### src/rtl/vga_receiver.sv
// VGA timing receiver: recovers active-area pixel coordinates from sync/blank inputs,
// measures line and frame length, and locks after consecutive good frames.
module vga_receiver #(
    parameter int unsigned H_TOTAL     = 800,
    parameter int unsigned V_TOTAL     = 525,
    parameter int unsigned H_ACTIVE    = 640,
    parameter int unsigned LOCK_FRAMES = 2
) (
    input  logic       clock,
    input  logic       reset,
    input  logic       hsync,
    input  logic       vsync,
    input  logic       blank,
    input  logic [7:0] color_in,
    input  logic       err_clear,
    output logic [9:0] pixel_x,
    output logic [9:0] pixel_y,
    output logic [7:0] pixel_color,
    output logic       pixel_valid,
    output logic       frame_start,
    output logic [9:0] h_total_meas,
    output logic [9:0] v_total_meas,
    output logic       locked,
    output logic       h_err,
    output logic       v_err,
    output logic       w_err
);
    localparam logic [9:0] CntMax  = 10'd1023;
    localparam logic [9:0] HTotal  = 10'(H_TOTAL);
    localparam logic [9:0] VTotal  = 10'(V_TOTAL);
    localparam logic [9:0] HActive = 10'(H_ACTIVE);

    typedef enum logic [1:0] {StSearch, StMeasure, StLocked} state_t;
    state_t state;

    logic       hs_s1, vs_s1, bl_s1, hs_s2, vs_s2, bl_s2;
    logic [7:0] col_s1;
    logic [9:0] h_count, v_count, run_len;
    logic       first_line, first_frame, frame_bad;
    logic [7:0] good_cnt;

    logic       line_b, frame_b, bl_fall, h_sat;
    logic [9:0] h_meas, v_meas, px_next, py_next;
    logic       h_mis, v_mis, w_mis, any_mis;

    always_comb begin
        line_b  = hs_s2 & ~hs_s1;
        frame_b = vs_s2 & ~vs_s1;
        bl_fall = bl_s2 & ~bl_s1;
        h_sat   = (h_count == CntMax);
        h_meas  = h_sat ? CntMax : h_count + 10'd1;
        // A line boundary coinciding with the frame boundary belongs to the ending frame.
        v_meas  = (line_b && v_count != CntMax) ? v_count + 10'd1 : v_count;
        h_mis   = line_b & ~first_line & (h_meas != HTotal);
        v_mis   = frame_b & ~first_frame & (v_meas != VTotal);
        w_mis   = bl_fall & ~first_line & (run_len != HActive);
        any_mis = h_mis | v_mis | w_mis;

        px_next = pixel_x;
        if (bl_s1) begin
            if (!bl_s2) px_next = '0;
            else if (pixel_x != CntMax) px_next = pixel_x + 10'd1;
        end
        py_next = pixel_y;
        if (frame_b) py_next = '0;
        else if (bl_fall && pixel_y != CntMax) py_next = pixel_y + 10'd1;
    end

    always_ff @(posedge clock or posedge reset) begin
        if (reset) begin
            {hs_s1, vs_s1, bl_s1, hs_s2, vs_s2, bl_s2} <= '0;
            col_s1       <= '0;
            h_count      <= '0;
            v_count      <= '0;
            run_len      <= '0;
            first_line   <= 1'b1;
            first_frame  <= 1'b1;
            frame_bad    <= 1'b0;
            pixel_x      <= '0;
            pixel_y      <= '0;
            pixel_color  <= '0;
            pixel_valid  <= 1'b0;
            frame_start  <= 1'b0;
            h_total_meas <= '0;
            v_total_meas <= '0;
            h_err        <= 1'b0;
            v_err        <= 1'b0;
            w_err        <= 1'b0;
        end else begin
            hs_s1  <= hsync;
            vs_s1  <= vsync;
            bl_s1  <= blank;
            col_s1 <= color_in;
            hs_s2  <= hs_s1;
            vs_s2  <= vs_s1;
            bl_s2  <= bl_s1;

            if (line_b) h_count <= '0;
            else if (!h_sat) h_count <= h_count + 10'd1;

            if (line_b) begin
                h_total_meas <= h_meas;
                first_line   <= 1'b0;
            end

            if (frame_b) begin
                v_total_meas <= v_meas;
                v_count      <= '0;
                first_frame  <= 1'b0;
            end else if (line_b && v_count != CntMax) begin
                v_count <= v_count + 10'd1;
            end

            if (bl_s1) begin
                if (!bl_s2) run_len <= 10'd1;
                else if (run_len != CntMax) run_len <= run_len + 10'd1;
            end

            if (frame_b) frame_bad <= 1'b0;
            else if (any_mis) frame_bad <= 1'b1;

            pixel_valid <= bl_s1;
            pixel_color <= col_s1;
            pixel_x     <= px_next;
            pixel_y     <= py_next;
            frame_start <= bl_s1 & (px_next == '0) & (py_next == '0);

            // A new error in the same cycle as err_clear keeps the flag set.
            h_err <= h_mis | (h_err & ~err_clear);
            v_err <= v_mis | (v_err & ~err_clear);
            w_err <= w_mis | (w_err & ~err_clear);
        end
    end

    always_ff @(posedge clock or posedge reset) begin
        if (reset) begin
            state    <= StSearch;
            good_cnt <= '0;
            locked   <= 1'b0;
        end else begin
            unique case (state)
                StSearch: begin
                    if (frame_b) begin
                        state    <= StMeasure;
                        good_cnt <= '0;
                    end
                end
                StMeasure: begin
                    if (h_sat) begin
                        state    <= StSearch;
                        good_cnt <= '0;
                    end else if (frame_b) begin
                        if (frame_bad || any_mis) begin
                            good_cnt <= '0;
                        end else if ({24'd0, good_cnt} + 32'd1 >= LOCK_FRAMES) begin
                            state    <= StLocked;
                            locked   <= 1'b1;
                            good_cnt <= '0;
                        end else begin
                            good_cnt <= good_cnt + 8'd1;
                        end
                    end
                end
                StLocked: begin
                    if (h_sat) begin
                        state    <= StSearch;
                        locked   <= 1'b0;
                        good_cnt <= '0;
                    end else if (any_mis) begin
                        state    <= StMeasure;
                        locked   <= 1'b0;
                        good_cnt <= '0;
                    end
                end
                default: begin
                    state    <= StSearch;
                    locked   <= 1'b0;
                    good_cnt <= '0;
                end
            endcase
        end
    end

endmodule

### config.mk
export PLATFORM = sky130hd
export DESIGN_NAME = vga_receiver
export DESIGN_NICKNAME = d
export VERILOG_FILES = /design/src/rtl/vga_receiver.sv
export SDC_FILE = /design/constraint.sdc
export NUM_CORES = 1
export LEC_CHECK = 0
export ABC_AREA = 1
export CAP_MARGIN = 30
export CORE_MARGIN = 1.5
export CORE_UTILIZATION = 35
export DETAILED_ROUTE_END_ITERATION = 12
export PLACE_DENSITY = 0.62
export SYNTH_ARGS = -nofsm -noshare
export SYNTH_HDL_FRONTEND = slang
export SYNTH_SLANG_ARGS = --single-unit
### constraint.sdc
create_clock -name clock -period 5.6 [get_ports clock]
set_input_delay 1.68 -clock clock [delete_from_list [all_inputs] [get_ports clock]]
set_output_delay 1.68 -clock clock [all_outputs]
set_load 0.1 [all_outputs]
* Word level (Yosys, flattened, before mapping)
Cells that the tools add are included.
W data, S select, Z words.
** Storage, ports and cells
- Bits in registers :: 110
** Cells by class
- $add $sub $neg :: 7
- $lt $le $gt $ge :: 1
- Equality and inequality tests :: 21
- Muxes and demuxes :: 37
- Bitwise logic cells :: 26
- Reduce and logical (&&, ||, !) cells :: 11
** Operator list (count)
- $mux W10 :: 12
- $ne A10 B10 Y1 const B :: 7
- $mux W8 :: 7
- $add A10 B1 Y10 const B :: 5
- $pmux W8 S3 :: 1
- $logic_not A10 Y1 :: 2
- $and A1 B1 Y1 :: 14
- $mux W2 :: 7
- $ne A2 B2 Y1 const B :: 6
- $ne A3 B3 Y1 const B :: 4
- $eq A10 B10 Y1 const B :: 1
- $add A8 B1 Y9 const B :: 1
- $ge A9 B2 Y1 const B :: 1
- $add A8 B1 Y8 const B :: 1
- $mux W1 :: 8
- $not A1 Y1 :: 7
- $pmux W2 S3 :: 1
- $reduce_and A6 Y1 :: 1
- $or A1 B1 Y1 :: 5
- $reduce_and A5 Y1 :: 1
- $pmux W1 S3 :: 1
- $reduce_and A3 Y1 :: 1
- $eq A2 B1 Y1 const B :: 1
- $eq A2 B2 Y1 const B :: 1
- other kinds (6) :: 7

* Logic depth before layout (Yosys ltp)
Gate-level depths: netlist of the first run.
- Depth after elaboration :: 13
- Gate-level depth with buffers :: 18
- Mapped depth without buffers :: 17

* Worst setup path before layout of the first run
No wires, ideal clock.
- Kind :: register to register
- From :: register pixel_x[0]
- To :: register frame_start
- Library setup time :: 0.115 ns
- Arrival time :: 2.614 ns
- Required time :: 5.485 ns
- Slack :: 2.871 ns
- Cell stages (with the launch flop) :: 12
- Buffers on the path :: 0
- Clock period less this slack :: 2.729 ns
- Path through :: dfrtp_1 -> ha_1 -> nand3_1 -> nor2_1 -> nand3_1 -> nor3_1 -> o21ai_0 -> o21ai_0 -> or2_2 -> nor2_1 -> nand4_1 -> nor2_1
** Between the ends
- Longest elaborated chain between the ends :: 7
** Ends and longest elaborated chain
- from (decl) :: RTL line 16 : output logic [9:0] pixel_x,
- from (signal assigned) :: RTL line 124 : pixel_x <= px_next;
- $add A10 B1 Y10 or $ne A10 B10 Y1 (tied branches) :: RTL line 62 : else if (pixel_x != CntMax) px_next = pixel_x + 10'd1;
- $mux W10 * :: RTL line 62
- $mux W10 * :: RTL line 61 : if (!bl_s2) px_next = '0;
- $mux W10 * :: RTL line 60 : if (bl_s1) begin
- named net px_next[2] :: RTL line 43 : logic [9:0] h_meas, v_meas, px_next, py_next;
- $logic_not A10 Y1 * :: RTL line 126 : frame_start <= bl_s1 & (px_next == '0) & (py_next == '0);
- $and A1 B1 Y1 * (2 in a row) :: RTL line 126
- to (signal assigned) :: RTL line 126
- to (decl) :: RTL line 20 : output logic frame_start,
Mark *: on every way through the listed nets, which the timed path passes. The rest lies on a longest branch.
A chain may end at the register's enable or synchronous reset.

==> flow_metrics.py, run 1 <==
metrics = {
    "outcome": {
        "outcome": "finished clean",
    },
    "die": {
        "ios": 68,
        "rows": 44,
        "initial_core_util": 0.362,
        "core_area_um2": 14700,
        "die_area_um2": 15900,
        "fp.dieW_um": 126,
        "die_h_um": 126,
    },
    "timing": {
        "worst_slew_margin_rel": 0.312,
        "hold_ws_ns": 0.348,
        "worst_slew_pin_slew_ns": 1.03,
        "timing.final.crit_share": 0.663,
        "maxSlewViolCount": 0,
        "hold_viol": 0,
        "final-setup-viol-count": 0,
        "clock_skew_ns": 0.0115,
        "rsz0062_at_grt": "no",
        "min_period_ns": 3.71,
        "setup_tns_ns": 0,
        "max_freq_mhz": 270,
    },
    "power": {
        "p_per_area_nw_per_um2": 323,
        "vdd_ir_drop_max_mv": 0.151,
        "power_leakage_nw": 3.05,
    },
    "logic_synthesis": {
        "synth_area_leader_cell": "dfrtp_1",
        "syn_nets": 658,
        "synth_cell_types": 43,
        "synth_edf_count": 0,
        "seq_area_frac_synth": 0.518,
        "ys_warn_count": 0,
        "synth-adder-area-share": 0.0188,
        "synth_cells": 636,
        "synth_top_family_by_area": "simple AND/OR/NAND/NOR gates",
        "synthMuxAreaShare": 0,
        "synthSimpleGateAreaFrac": 0.265,
        "synth.area.top_cells": "dfrtp_1 (51%), nand2_1 (9.4%), inv_1 (6.9%), nor2_1 (5.6%), nand3_1 (4.0%)",
        "ys_ff_latch": 110,
        "synthesis.area_um2": 5320,
        "yosys.area.top_type_share": 0.508,
        "synthFlopType": "dfrtp_1",
        "synth_xor_area_frac": 0.0297,
        "syn-mean-instance-area_um2": 8.36,
        "synth-compound-area-share": 0.0878,
        "async_reset_ff_frac": 1.00,
    },
    "layout": {
        "finalNonFillerCells": 895,
        "antennaDiodeCount": 0,
        "drive_above_1_share": 0.0717,
        "nNetsFinal": 729,
        "syn2layout_area_growth_pct": 21.7,
        "fin_area_um2": 6470,
    },
    "clocking": {
        "cts.repair.resized": 0,
        "clk-insertion-delay-late_ns": 0.36,
        "h-tree-depth": 3,
        "clock_sink_count": 110,
        "cts_tree": "built",
        "numCtsBuffers": 9,
        "cts_root_buffer": "clkbuf_16",
        "cts_hold_buffers": 0,
        "post_cts_buffers": 0,
        "clkTransAtPathRegs_ns": 0.08,
        "cts_max_path_buffers": 2,
    },
    "placed_design": {
        "portBuffers": 67,
        "placedInstanceArea_um2": 6190,
        "dp.cells": 879,
        "gp_congestion": 0.851,
        "place.detailed.hpwl_mm": 8.00,
    },
    "detailed_routing": {
        "routed_via_density": 4.75,
        "detail_route.wl_per_cell_um": 12.4,
        "ant_nets": 0,
        "firstDrtPassIters": 4,
        "via_count": 4249,
        "drc": 0,
        "first_iter_violations": 199,
        "drt-total-wl_mm": 11.1,
    },
    "setup_path": {
        "critPathBufInv": 1,
        "crit_path_end_kind": "output port",
        "crit_chain": "clkdlybuf4s50_1",
        "crit_family": "buffers and inverters",
        "worst-path-max-fanout": 8,
        "cp.required_ns": 3.92,
        "crit_path_start_kind": "flip-flop",
        "slowest_stage": "clkdlybuf4s50_1",
        "cp_slowest_stage_delay_ns": 1.19,
        "cp.arrival_ns": 2.03,
        "worstSetupPathType": "flip-flop to output port",
    },
    "global_route": {
        "grt_usage": 0.150,
        "overflow": 0,
        "grt_pass1_wl_mm": 19.4,
        "first_global_vias": 4178,
        "antenna_found_initial": 0,
        "grt_max_degree": 57,
    },
    "min_path": {
        "hold_class": "flip-flop to flip-flop",
    },
    "run": {
        "maxCapViolCount": 0,
    },
}
where the power goes:
group          internal (mW)  switching, mW
clock                  0.308          0.306
combinational          0.148          0.423
sequential             0.857         0.0523
total                   1.31          0.781
synth_stat cells (all sizes together), types with 7 or more instances:
cell type	instances
nand3b	7
inv	100
clkbuf	7
dfrtp	108
nand4	12
nor3	13
nand3	46
o21ai	42
nor2	85
xor2	16
a21oi	11
ha	8
nand2	141
cell usage in the layout (no fill, tap or decap), drive strengths merged, types with 7 or more instances in the layout:
| cell type | netlist | routed |
|---|---|---|
| clkdlybuf4s50 | 0 | 67 |
| nand2 | 141 | 141 |
| nor2 | 85 | 85 |
| xor2 | 16 | 16 |
| a21oi | 11 | 11 |
| nor3 | 13 | 13 |
| clkbuf | 7 | 9 |
| nand4 | 12 | 12 |
| dfrtp | 108 | 108 |
| nand3b | 7 | 7 |
| inv | 100 | 104 |
| o21ai | 42 | 42 |
| ha | 8 | 8 |
| nand3 | 46 | 46 |
stage by stage:
step | utilization | setup WS [ns] | power, mW
floorplan | - | 1.02 | 1.36
global placement | 0.421 | 2.30 | 1.49
detailed placement | 0.421 | 2.30 | 1.50
CTS | 0.440 | 1.88 | 2.12
global route | 0.440 | 1.83 | 2.21
finish | 0.440 | 1.89 | 2.09
layout make-up:
type                       count  area (um^2)
clock inverter                 6         51.3
clock buffer                   9          225
multi-input combinational    415         2140
tap                          184          230
sequential                   110         2760
inverter                     101          382
timing repair buffer          70          693
fill                        1427         8230
worst reg2reg max path, stage by stage, from the launching register on:
cell,delay [ns]
dfrtp_1,0.39
nand2_1,0.57
clkinv_1,0.73
nand3_1,0.29
o21ai_0,0.10
inv_1,0.11
nand2_1,0.06
nor2_1,0.13
nand3_2,0.11
nand2_4,0.10
nand3_4,0.12
o21ai_4,0.16
nand2_2,0.08
nand2_1,0.07
o21ai_2,0.05
worst paths after layout:
path	startpoint	to	slack, ns	depth (start not counted)
max	bl_s2	pixel_valid	1.89	1
min	col_s1[5]	pixel_color[5]	0.35	0
max reg2reg	hs_s2	state[0]	2.43	14
min reg2reg	col_s1[5]	pixel_color[5]	0.35	0
max in group asynchronous	reset	first_line	2.92	3
min in group asynchronous	reset	pixel_x[7]	1.77	2
cells by family after synthesis:
group / Yosys count
DFF: 110
and+or+nand+nor: 312
buffers and inverters: 111
xor gates and xnor gates: 18
adders and majority gates: 8
AOI/OAI and AO/OA: 77
layer usage:
| metal | wire (um) | up-vias | GRT usage |
|---|---|---|---|
| li1 | - | 2169 | - |
| met1 | 5230 | 1990 | 0.195 |
| met2 | 5070 | 82 | 0.242 |
| met3 | 650 | 8 | 0.0523 |
| met4 | 118 | 0 | 0.0379 |
| met5 | 0 | - | 0 |
flip-flops by register name (all words and copies together) (netlist names), 2 cells and up:
signal and cells:
pixel_x 10, pixel_y 10, h_count 10, h_total_meas 10, good_cnt 8, v_count 10, state 2, pixel_color 8
v_total_meas 10, run_len 10, col_s1 8
(Power assumes the default switching activity.)
==> run 2: changes to the inputs <==
clock period = 3.5 ns   (was 5.6 ns; I/O delays follow)
==> flow_metrics.py, run 2 (same netlist as run 1, synthesis figures left out) <==
metrics = {
    "run": {
        "maxCapViolCount": 0,
    },
    "global_route": {
        "grt_usage": 0.152,
        "antenna_found_initial": 0,
        "grt_max_degree": 73,
        "overflow": 0,
        "first_global_vias": 4250,
        "grt_pass1_wl_mm": 19.6,
    },
    "clocking": {
        "cts.repair.resized": 0,
        "clk-insertion-delay-late_ns": 0.35,
        "h-tree-depth": 3,
        "cts_hold_buffers": 0,
        "cts_max_path_buffers": 2,
        "post_cts_buffers": 0,
        "clock_sink_count": 110,
        "cts_tree": "built",
        "cts_root_buffer": "clkbuf_16",
        "clkTransAtPathRegs_ns": 0.07,
        "numCtsBuffers": 9,
    },
    "power": {
        "vdd_ir_drop_max_mv": 0.345,
        "power_leakage_nw": 3.14,
        "p_per_area_nw_per_um2": 520,
    },
    "timing": {
        "final-setup-viol-count": 0,
        "clock_skew_ns": 0.00888,
        "min_period_ns": 2.49,
        "hold_viol": 0,
        "max_freq_mhz": 402,
        "setup_tns_ns": 0,
        "timing.final.crit_share": 0.711,
        "worst_slew_margin_rel": 0.611,
        "worst_slew_pin_slew_ns": 0.582,
        "maxSlewViolCount": 0,
        "rsz0062_at_grt": "no",
    },
    "placed_design": {
        "portBuffers": 67,
        "gp_congestion": 0.942,
        "dp.cells": 883,
        "place.detailed.hpwl_mm": 8.17,
    },
    "die": {
        "initial_core_util": 0.362,
        "core_area_um2": 14700,
        "die_h_um": 126,
        "fp.dieW_um": 126,
        "rows": 44,
        "ios": 68,
        "die_area_um2": 15900,
    },
    "setup_path": {
        "r2r_slack_ns": 1.01,
        "cp_slowest_stage_delay_ns": 0.43,
        "worst-path-max-fanout": 17,
        "crit_path_end_kind": "flip-flop",
        "r2r-end": "state[0]",
        "cp.required_ns": 3.73,
        "crit_path_start_kind": "flip-flop",
        "slowest_stage": "dfrtp_1",
        "crit_family": "simple AND/OR/NAND/NOR gates",
        "cp.arrival_ns": 2.72,
        "reg2reg_from": "h_count[0]",
        "critPathBufInv": 1,
        "rr_worst_depth": 15,
        "worstSetupPathType": "flip-flop to flip-flop",
        "crit_chain": "ha_1, nand2_2, nor2_2, nand3b_4, inv_2, nor2_1, nand2_1, nor2_1, nand3_1, a21oi_4, nand3_4, o21ai_4, nand2_2, nand2_1, o21ai_2",
    },
    "layout": {
        "finalNonFillerCells": 899,
        "antennaDiodeCount": 0,
        "nNetsFinal": 732,
        "final_common_cell": "nand2_1",
        "drive_above_1_share": 0.151,
        "layout_common_cells": "nand2_1 (133), dfrtp_1 (108), inv_1 (97)",
        "syn2layout_area_growth_pct": 19.9,
    },
    "min_path": {
        "whs_path_depth": 0,
        "min_to": "pixel_color[7]",
        "hp-start": "col_s1[7]",
        "hold_class": "flip-flop to flip-flop",
    },
    "detailed_routing": {
        "detail_route.wl_per_cell_um": 12.3,
        "firstDrtPassIters": 5,
        "routed_via_density": 4.70,
        "via_count": 4225,
        "first_iter_violations": 210,
        "drt-total-wl_mm": 11.0,
        "ant_nets": 0,
        "drc": 0,
    },
    "outcome": {
        "outcome": "finished clean",
    },
}
==> run 2: through the flow <==
stage | total power [mW] | util | setup WS [ns] | hold slack (ns) | area, um^2
final | 3.31 | 0.434 | 1.01 | 0.349 | 6370
after global routing | 3.50 | 0.434 | 0.677 | 0.353 | 6370
after CTS | 3.36 | 0.434 | 0.987 | 0.351 | 6370
after detailed placement | 2.39 | 0.415 | 1.00 | 0.335 | 6100
after global placement | 2.38 | 0.415 | 1.08 | 0.333 | 6100
after floorplan | 2.18 | - | 0.771 | 0.331 | 5320
==> run 2: worst max path at each step <==
| stage | slack [ns] | endpoint | startpoint | depth (start not counted) |
|---|---|---|---|---|
| after floorplan | 0.77 | frame_start | pixel_x[0] | 11 |
| after global placement | 1.08 | state[0] | v_count[0] | 16 |
| after detailed placement | 1.00 | state[0] | h_count[0] | 15 |
| after CTS | 0.99 | state[0] | h_count[0] | 15 |
| after global routing | 0.68 | locked | v_count[0] | 16 |
| final | 1.01 | state[0] | h_count[0] | 15 |
==> run 2: layer usage <==
metal	up-vias	track usage	part of all wire
met5	-	0	0
met4	0	0.0494	0.010
met3	7	0.0501	0.054
met2	72	0.242	0.46
met1	1974	0.196	0.48
li1	2172	-	-
==> run 2: cell type report <==
class | instances | area (um^2)
Fill cell | 1445 | 8330
Sequential cell | 110 | 2760
Multi-Input combinational cell | 415 | 2140
Timing Repair Buffer | 73 | 593
Inverter | 101 | 383
Clock buffer | 11 | 243
Tap cell | 184 | 230
Clock inverter | 5 | 33.8
==> run 2: where the power goes <==
| group | total (mW) | switching, mW | internal, mW |
|---|---|---|---|
| combinational | 0.900 | 0.678 | 0.222 |
| clock | 0.955 | 0.452 | 0.503 |
| sequential | 1.46 | 0.0885 | 1.37 |
| total | 3.31 | 1.22 | 2.10 |
==> run 2: worst register-to-register path, delay by kind of cell, from the launching register on <==
kind                       cells  cell delay, ns
and+or+nand+nor               10            1.15
DFF                            1            0.43
AOI/OAI and AO/OA              3            0.43
adders and majority gates      1            0.26
buffers and inverters          1            0.09
